`src/rtl/strip_preamble.sv`:
```
// Receive-side preamble/SFD stripper: validates the 0x55 run and 0xD5 delimiter, then forwards
// payload bytes through a one-byte hold register so the last byte can be flagged with o_eof.
module strip_preamble #(
    parameter int MIN_PREAMBLE = 7,
    parameter int MAX_LEN      = 1518
) (
    input  logic        i_clk,
    input  logic        i_rst,
    input  logic [7:0]  i_data,
    input  logic        i_data_valid,
    output logic [7:0]  o_data,
    output logic        o_data_valid,
    output logic        o_sof,
    output logic        o_eof,
    output logic [15:0] o_len,
    output logic        o_err
);

    localparam logic [7:0]  PRE_BYTE = 8'h55;
    localparam logic [7:0]  SFD_BYTE = 8'hD5;
    localparam logic [2:0]  PCNT_MAX = 3'd7;
    localparam logic [2:0]  MIN_PRE  = 3'(MIN_PREAMBLE);
    localparam logic [15:0] LEN_MAX  = 16'(MAX_LEN);

    typedef enum logic [1:0] {
        S_WAIT,
        S_IDLE,
        S_PRE,
        S_DATA
    } state_t;

    state_t      state_q, state_d;
    logic [2:0]  pcnt_q, pcnt_d;
    logic [15:0] cnt_q, cnt_d;
    logic [7:0]  hold_q, hold_d;

    logic [7:0]  data_q, data_d;
    logic        data_valid_q, data_valid_d;
    logic        sof_q, sof_d;
    logic        eof_q, eof_d;
    logic [15:0] len_q, len_d;
    logic        err_q, err_d;

    // cnt_q is the number of payload bytes received; nonzero in DATA means hold_q is occupied
    always_comb begin
        state_d      = state_q;
        pcnt_d       = pcnt_q;
        cnt_d        = cnt_q;
        hold_d       = hold_q;
        data_d       = 8'h00;
        data_valid_d = 1'b0;
        sof_d        = 1'b0;
        eof_d        = 1'b0;
        len_d        = 16'h0000;
        err_d        = 1'b0;

        unique case (state_q)
            S_WAIT: begin
                if (!i_data_valid) begin
                    state_d = S_IDLE;
                end
            end
            S_IDLE: begin
                cnt_d = 16'h0000;
                if (i_data_valid) begin
                    if (i_data == PRE_BYTE) begin
                        state_d = S_PRE;
                        pcnt_d  = 3'd1;
                    end else begin
                        state_d = S_WAIT;
                        err_d   = 1'b1;
                    end
                end
            end
            S_PRE: begin
                if (i_data_valid) begin
                    if (i_data == PRE_BYTE) begin
                        if (pcnt_q != PCNT_MAX) begin
                            pcnt_d = pcnt_q + 3'd1;
                        end
                    end else if (i_data == SFD_BYTE && pcnt_q >= MIN_PRE) begin
                        state_d = S_DATA;
                        cnt_d   = 16'h0000;
                    end else begin
                        state_d = S_WAIT;
                        err_d   = 1'b1;
                    end
                end else begin
                    state_d = S_IDLE;
                    err_d   = 1'b1;
                end
            end
            S_DATA: begin
                if (i_data_valid) begin
                    if (cnt_q == LEN_MAX) begin
                        // Oversize: close the frame on the held byte and drop the remainder
                        data_d       = hold_q;
                        data_valid_d = 1'b1;
                        sof_d        = (cnt_q == 16'd1);
                        eof_d        = 1'b1;
                        len_d        = cnt_q;
                        err_d        = 1'b1;
                        state_d      = S_WAIT;
                        cnt_d        = 16'h0000;
                    end else begin
                        hold_d = i_data;
                        cnt_d  = cnt_q + 16'd1;
                        if (cnt_q != 16'h0000) begin
                            data_d       = hold_q;
                            data_valid_d = 1'b1;
                            sof_d        = (cnt_q == 16'd1);
                        end
                    end
                end else begin
                    state_d = S_IDLE;
                    cnt_d   = 16'h0000;
                    if (cnt_q != 16'h0000) begin
                        data_d       = hold_q;
                        data_valid_d = 1'b1;
                        sof_d        = (cnt_q == 16'd1);
                        eof_d        = 1'b1;
                        len_d        = cnt_q;
                    end else begin
                        err_d = 1'b1;
                    end
                end
            end
            default: begin
                state_d = S_WAIT;
            end
        endcase
    end

    always_ff @(posedge i_clk) begin
        if (i_rst) begin
            state_q      <= S_WAIT;
            pcnt_q       <= 3'd0;
            cnt_q        <= 16'h0000;
            data_q       <= 8'h00;
            data_valid_q <= 1'b0;
            sof_q        <= 1'b0;
            eof_q        <= 1'b0;
            len_q        <= 16'h0000;
            err_q        <= 1'b0;
        end else begin
            state_q      <= state_d;
            pcnt_q       <= pcnt_d;
            cnt_q        <= cnt_d;
            data_q       <= data_d;
            data_valid_q <= data_valid_d;
            sof_q        <= sof_d;
            eof_q        <= eof_d;
            len_q        <= len_d;
            err_q        <= err_d;
        end
    end

    // Hold byte is pure data; its occupancy is tracked by cnt_q, which is reset
    always_ff @(posedge i_clk) begin
        hold_q <= hold_d;
    end

    assign o_data       = data_q;
    assign o_data_valid = data_valid_q;
    assign o_sof        = sof_q;
    assign o_eof        = eof_q;
    assign o_len        = len_q;
    assign o_err        = err_q;

endmodule

```
`config.mk`:
```
export PLATFORM = sky130hd
export DESIGN_NAME = strip_preamble
export DESIGN_NICKNAME = d
export VERILOG_FILES = /design/src/rtl/strip_preamble.sv
export SDC_FILE = /design/constraint.sdc
export NUM_CORES = 1
export LEC_CHECK = 0
export ABC_AREA = 1
export CAP_MARGIN = 20
export CORE_AREA = 5 5 74 76
export DETAILED_ROUTE_END_ITERATION = 8
export DIE_AREA = 0 0 79 81
export GPL_ROUTABILITY_DRIVEN = 0
export PLACE_DENSITY_LB_ADDON = 0.15
export SETUP_SLACK_MARGIN = 0.2
export SLEW_MARGIN = 25
export SYNTH_ARGS = -nofsm -noshare
export SYNTH_HDL_FRONTEND = slang
export SYNTH_SLANG_ARGS = --single-unit
```
`constraint.sdc`:
```
create_clock -name i_clk -period 4.9 [get_ports i_clk]
set_input_delay 1.47 -clock i_clk [delete_from_list [all_inputs] [get_ports i_clk]]
set_output_delay 1.47 -clock i_clk [all_outputs]
set_load 0.005 [all_outputs]
```
==> metrics, run 1 <==
DR WL/cell 12.9 microns; Rows 25; Iteration-0 DRC Markers 202; storage element area 1220 sq um; core area 4660 sq um; die height 81 microns; synthesized area per cell approximately 7.5 sq um; total power 1.08 mW; clock sink count 57; post-route cell area 3260 sq um; Hold-fix buffers, CTS 0; Mapped Cells approximately 350; Post-Place Setup Slack 1.54 ns; Fin Clk Skew 0.00951 ns; DIE AREA between 6000 and 7000 sq um; Max Slew Vio Count 0; gr usage total 19.8%; Final Net Count 406; FMAX 0.324 GHz; cts repair resizes 0; Worst Tran Pin Value 0.849 ns; Die W 79 microns; fin cells 448; vias in the first global route 2198; sequential share of the synthesized area between 40% and 50%; Setup TNS Final 0 ns; footprint of the multi-input gates 1160 sq um; first-pass GRT wire length around 9900 microns; IO Port Bufs 38; LEAKAGE 1.31 nW; initial antenna violation count 0; Mapped Area 2640 sq um; antenna cells 0; crit path launch type input pin; grt ovf 0; fin crit share 63.0%; synthesized flop and latch total 57; Detailed Place HPWL 3940 microns; Setup WS post-layout 1.81 ns; routed via count 2372; pin count of the biggest net entering global routing 24; Initial Utilization 56.7%; Detail Route Antenna Nets 0; final hold slack about 0.47 ns; Worst VDD drop 262 uV; drt first pass iters 5; Clock Path Buffers 2; TritonCTS clock tree yes; r2r worst-path depth 7; Final setup viols 0; vias per cell roughly 5.3; Clk Latency, worst-skew pair 0.34 ns; Worst-path clk slew 0.07 ns; TritonCTS Buffers 9; Fin. Hold Viols 0; synth-to-layout area growth 23.5%; post-CTS setup buffer count 0; FILL cells 370; PwrDens about 330 nW/um^2; RSZ-0062 raised after global routing no; dpl cells 432; post-layout min period 3.09 ns; Root Driver clkbuf_8; WP data required 5.17 ns; YS warnings 0; layout cells sized above 1 8.63%; dpl cell area around 3000 sq um; htree depth 3; status finished, final reports clean; Critical Path Sink Type register; Worst Hold Path Cells 2; # IOs 39; Post-Synthesis Net Count 368; final core area utilization 70.0%; CP arrival between 3 and 4 ns; Worst slew margin 43.3%; drt drc 0; final wirelength 5780 microns; Max Fanout on Critical Path 22; crit path kind in -> reg; max_cap viols 0; Min-Delay Path Class reg -> reg; post-synth cell types 28
==> cells by family (layout without fill, tap and decap cells) <==
family | Yosys count | in the layout | share of synthesized area (%)
and+or+nand+nor | 194 | 194 | 33.8
AOI/OAI and AO/OA | 27 | 27 | 5.49
adders and majority gates | 6 | 6 | 2.84
xor gates and xnor gates | 5 | 5 | 1.66
DFF | 57 | 57 | 46.2
buffers and inverters | 62 | 105 | 10.0
==> critical path, stage by stage <==
cell and delay [ns]:
clkdlybuf4s50_1 1.02, inv_1 0.22, nand3_1 0.21, nand3_4 0.25
nor2_1 0.18
==> worst paths after layout <==
| check | to | slack [ns] | start |
|---|---|---|---|
| setup reg to reg | hold_q[0] | 2.98 | cnt_q[0] |
| hold / removal | o_data[7] | 0.47 | hold_q[7] |
| hold reg to reg | o_data[7] | 0.47 | hold_q[7] |
| setup / recovery | o_len[13] | 1.81 | i_data_valid |
==> sequential cells by signal, summed over array words and instances, names as in the netlist <==
name	count
pcnt_q	3
o_sof	1
o_data	8
state_q	2
cnt_q	16
o_data_valid	1
o_len	16
hold_q	8
o_err	1
o_eof	1
==> cells in the mapped netlist <==
cell | instances | area share (%)
a21oi_1 | 19 | 3.6
nand3_4 | 1 | 0.66
buf_4 | 3 | 0.85
o21a_1 | 1 | 0.28
a211oi_1 | 2 | 0.57
inv_1 | 48 | 6.8
o21ai_1 | 1 | 0.19
nand4_1 | 21 | 5.0
o21ai_0 | 3 | 0.57
nand3_1 | 40 | 7.6
inv_2 | 1 | 0.14
buf_8 | 1 | 0.57
xor2_1 | 5 | 1.7
ha_1 | 6 | 2.8
edfxtp_1 | 8 | 9.1
nor3_1 | 2 | 0.38
clkinv_1 | 1 | 0.14
buf_6 | 1 | 0.43
buf_1 | 2 | 0.28
nor2_4 | 1 | 0.43
buf_2 | 2 | 0.38
dfxtp_1 | 49 | 37
clkbuf_1 | 3 | 0.43
o21bai_1 | 1 | 0.28
nor2_2 | 12 | 2.8
nand2_1 | 58 | 8.2
nand2_2 | 3 | 0.71
nor2_1 | 56 | 8.0
==> placed cells by master (no fill, tap or decap), drive strengths merged <==
cell type      Yosys  layout
clkbuf             3      11
nand4             21      21
a211oi             2       2
a21oi             19      19
o21ai              4       4
nor2              69      69
clkinv             1       2
edfxtp             8       8
inv               49      49
buf                9       1
xor2               5       5
bufinv             0       3
nand3             41      41
clkinvlp           0       1
ha                 6       6
o21bai             1       1
clkdlybuf4s50      0      38
dfxtp             49      49
nor3               2       2
o21a               1       1
nand2             61      61
==> routing by layer <==
layer	global-route usage [%]	up-vias	part of all wire [%]
met5	0	-	0
met3	6.43	9	7.9
met1	25.1	1051	47
li1	-	1205	-
met4	9.62	0	1.6
met2	30.4	107	44
==> layout make-up <==
class / instances / share of cell area (%)
Clock buffer: 11 / 4.33
Tap cell: 54 / 2.07
Clock inverter: 5 / 3.14
Timing Repair Buffer: 39 / 11.9
Sequential cell: 57 / 37.4
Multi-Input combinational cell: 232 / 35.4
Inverter: 50 / 5.75
==> where the power goes <==
| part | switching [mW] | internal [mW] |
|---|---|---|
| Combinational | 0.0370 | 0.0201 |
| Clock | 0.186 | 0.351 |
| Sequential | 0.00374 | 0.479 |
Note: power is estimated with default switching activity, not from simulation.
==> inputs of run 2 (changes only) <==
--- a/config.mk
+++ b/config.mk
@@ -7,9 +7,9 @@
 export LEC_CHECK = 0
 export ABC_AREA = 1
 export CAP_MARGIN = 20
-export CORE_AREA = 5 5 74 76
+export CORE_AREA = 5 5 81 83
 export DETAILED_ROUTE_END_ITERATION = 8
-export DIE_AREA = 0 0 79 81
+export DIE_AREA = 0 0 86 88
 export GPL_ROUTABILITY_DRIVEN = 0
 export PLACE_DENSITY_LB_ADDON = 0.15
 export SETUP_SLACK_MARGIN = 0.2
==> constraint.sdc (replaced) <==
create_clock -name i_clk -period 2.78 [get_ports i_clk]
set_input_delay 0.834 -clock i_clk [delete_from_list [all_inputs] [get_ports i_clk]]
set_output_delay 0.834 -clock i_clk [all_outputs]
set_load 0.005 [all_outputs]
==> run 2 against run 1 <==
Effect of this change: clock power increased by 40%; routed wire length is essentially flat; die area rose by 18%; setup slack got worse by 1.1 ns; clock-buffer cell count shrank 1; core utilization is 14 points lower; worst hold slack worse by 0.0027 ns; critical path depth grew 4; sequential cell count stayed put; first-iteration DRC count grew 7.9%; largest power group is now sequential cells; critical path type unchanged; non-clock buffer count is 3 higher; combinational power grew 80%.
==> metrics, run 2 (synthesis results as in run 1) <==
status finished, final reports clean; drt first pass iters 4; DR WL/cell 12.3 microns; CP arrival 2.37 ns; IO Port Bufs 38; CP cell instances clkdlybuf4s50_1 -> nand2_1 -> nor2_1 -> nand2_1 -> nand2_1 -> inv_1 -> nand2_2 -> nand3_1 -> a21oi_1; routed via count 2324; FILL cells 543; final wirelength 5780 microns; Root Driver clkbuf_8; hold endpoint o_data[0]; Reg2Reg Setup Slack 0.87 ns; vias in the first global route 2104; max_cap viols 0; crit path launch type input pin; Hold Startpoint hold_q[0]; commonest cells after routing, fill and taps aside nand2_1 (58), nor2_1 (56), dfxtp_1 (49); reg2reg start cnt_q[0]; Worst-path clk slew roughly 0.060 ns; Switching Fraction 23.1%; Clock Path Buffers 2; commonest non-fill, non-tap cell in the layout nand2_1; TritonCTS Buffers 9; FMAX 0.474 GHz; post-CTS setup buffer count 0; Worst Tran Pin Value 0.392 ns; Detail Route Antenna Nets 0; Die W roughly 86 microns; combinational share of power roughly 6%; Final Net Count 409; TritonCTS clock tree yes; synth-to-layout area growth 23.5%; layout cells sized above 1 9.07%; WP data required a little over 3 ns; Min-Delay Path Class reg -> reg; RSZ-0062 raised after global routing no; post-layout min period around 2.1 ns; DIE AREA 7570 sq um; cts repair resizes 0; Clk Latency, worst-skew pair 0.33 ns; Setup WS post-layout 0.672 ns; Rows 28; first-pass GRT wire length 9800 microns; r2r worst-path depth 7; Iteration-0 DRC Markers 218; internal power 1.31 mW; clock network power share between 40% and 50%; gr usage total 16.6%; sequential power share 49.8%; LEAKAGE 1.30 nW; Critical Path Sink Type register; htree depth 3; crit path kind in -> reg; Final setup viols 0; Fin. Hold Viols 0; PwrDens 523 nW/um^2; # IOs 39; antenna cells 0; Reg-to-Reg End hold_q[2]; core area 5780 sq um; worst stage delay on the critical path 0.48 ns; die height 88 microns; Worst slew margin between 70% and 80%; Fin Clk Skew 0.00612 ns; NetSw 0.395 mW; Worst path slowest cell clkdlybuf4s50_1; pin count of the biggest net entering global routing 23; Max Fanout on Critical Path 16; clock sink count 57; grt ovf 0; Worst Hold Path Cells 2; Max Slew Vio Count 0; initial antenna violation count 0; Setup TNS Final 0 ns; drt drc 0; Worst VDD drop 268 uV; Hold-fix buffers, CTS 0; final hold slack ~0.46 ns; Initial Utilization 45.7%; vias per cell 4.92; Detailed Place HPWL 4100 microns; Post-Place Setup Slack 0.350 ns; most used cell, CP nand2_1; fin crit share 75.8%
run 2: how the worst max path moves through the flow:
stage | from | to | slack (ns)
CTS | i_data[0] | cnt_q[8] | 0.70
floorplan | i_data[3] | cnt_q[10] | 0.99
global route | i_data[0] | cnt_q[3] | 0.47
finish | i_data[2] | cnt_q[0] | 0.67
detailed placement | i_data[0] | cnt_q[14] | 0.35
global placement | i_data[0] | cnt_q[15] | 0.40
run 2: power groups by stage:
stage	logic (mW)	registers [mW]	clock network, mW
final	0.103	0.850	0.753
after global routing	0.115	0.851	0.813
after CTS	0.102	0.850	0.777
after detailed placement	0.102	0.869	0
after global placement	0.102	0.868	0
after floorplan	0.0625	0.867	0
run 2: critical path, delay by kind of cell:
kind | cells | cell delay [ns]
buffers and inverters | 2 | 0.53
AND/OR/NAND/NOR | 6 | 0.86
AO/OA/AOI/OAI | 1 | 0.14
run 2: final cells by class:
class / count / area [sq um] / area share, %
Tap cell: 75 / 93.8 / 2.87
Multi-Input combinational cell: 232 / 1160 / 35.4
Timing Repair Buffer: 42 / 410 / 12.6
Inverter: 50 / 188 / 5.75
Clock inverter: 6 / 57.6 / 1.76
Clock buffer: 10 / 138 / 4.22
Sequential cell: 57 / 1220 / 37.4
run 2: through the flow:
step                      cell area [sq um]  instances  utilization (%)  total power, mW
after floorplan                        2640        351                -            0.930
after global placement                 3070        456             53.1            0.970
after detailed placement               3070        456             53.1            0.971
after CTS                              3260        472             56.5             1.73
after global routing                   3260        472             56.5             1.78
final                                  3260        472             56.5             1.71
run 2: per-layer routing:
metal / vias up / global-route usage (%) / share of wire (%)
li1: 1210 / - / -
met1: 1035 / 21.6 / 47
met4: 0 / 9.06 / 1.1
met5: - / 0 / 0
met2: 73 / 24.9 / 44
met3: 6 / 4.70 / 7.4
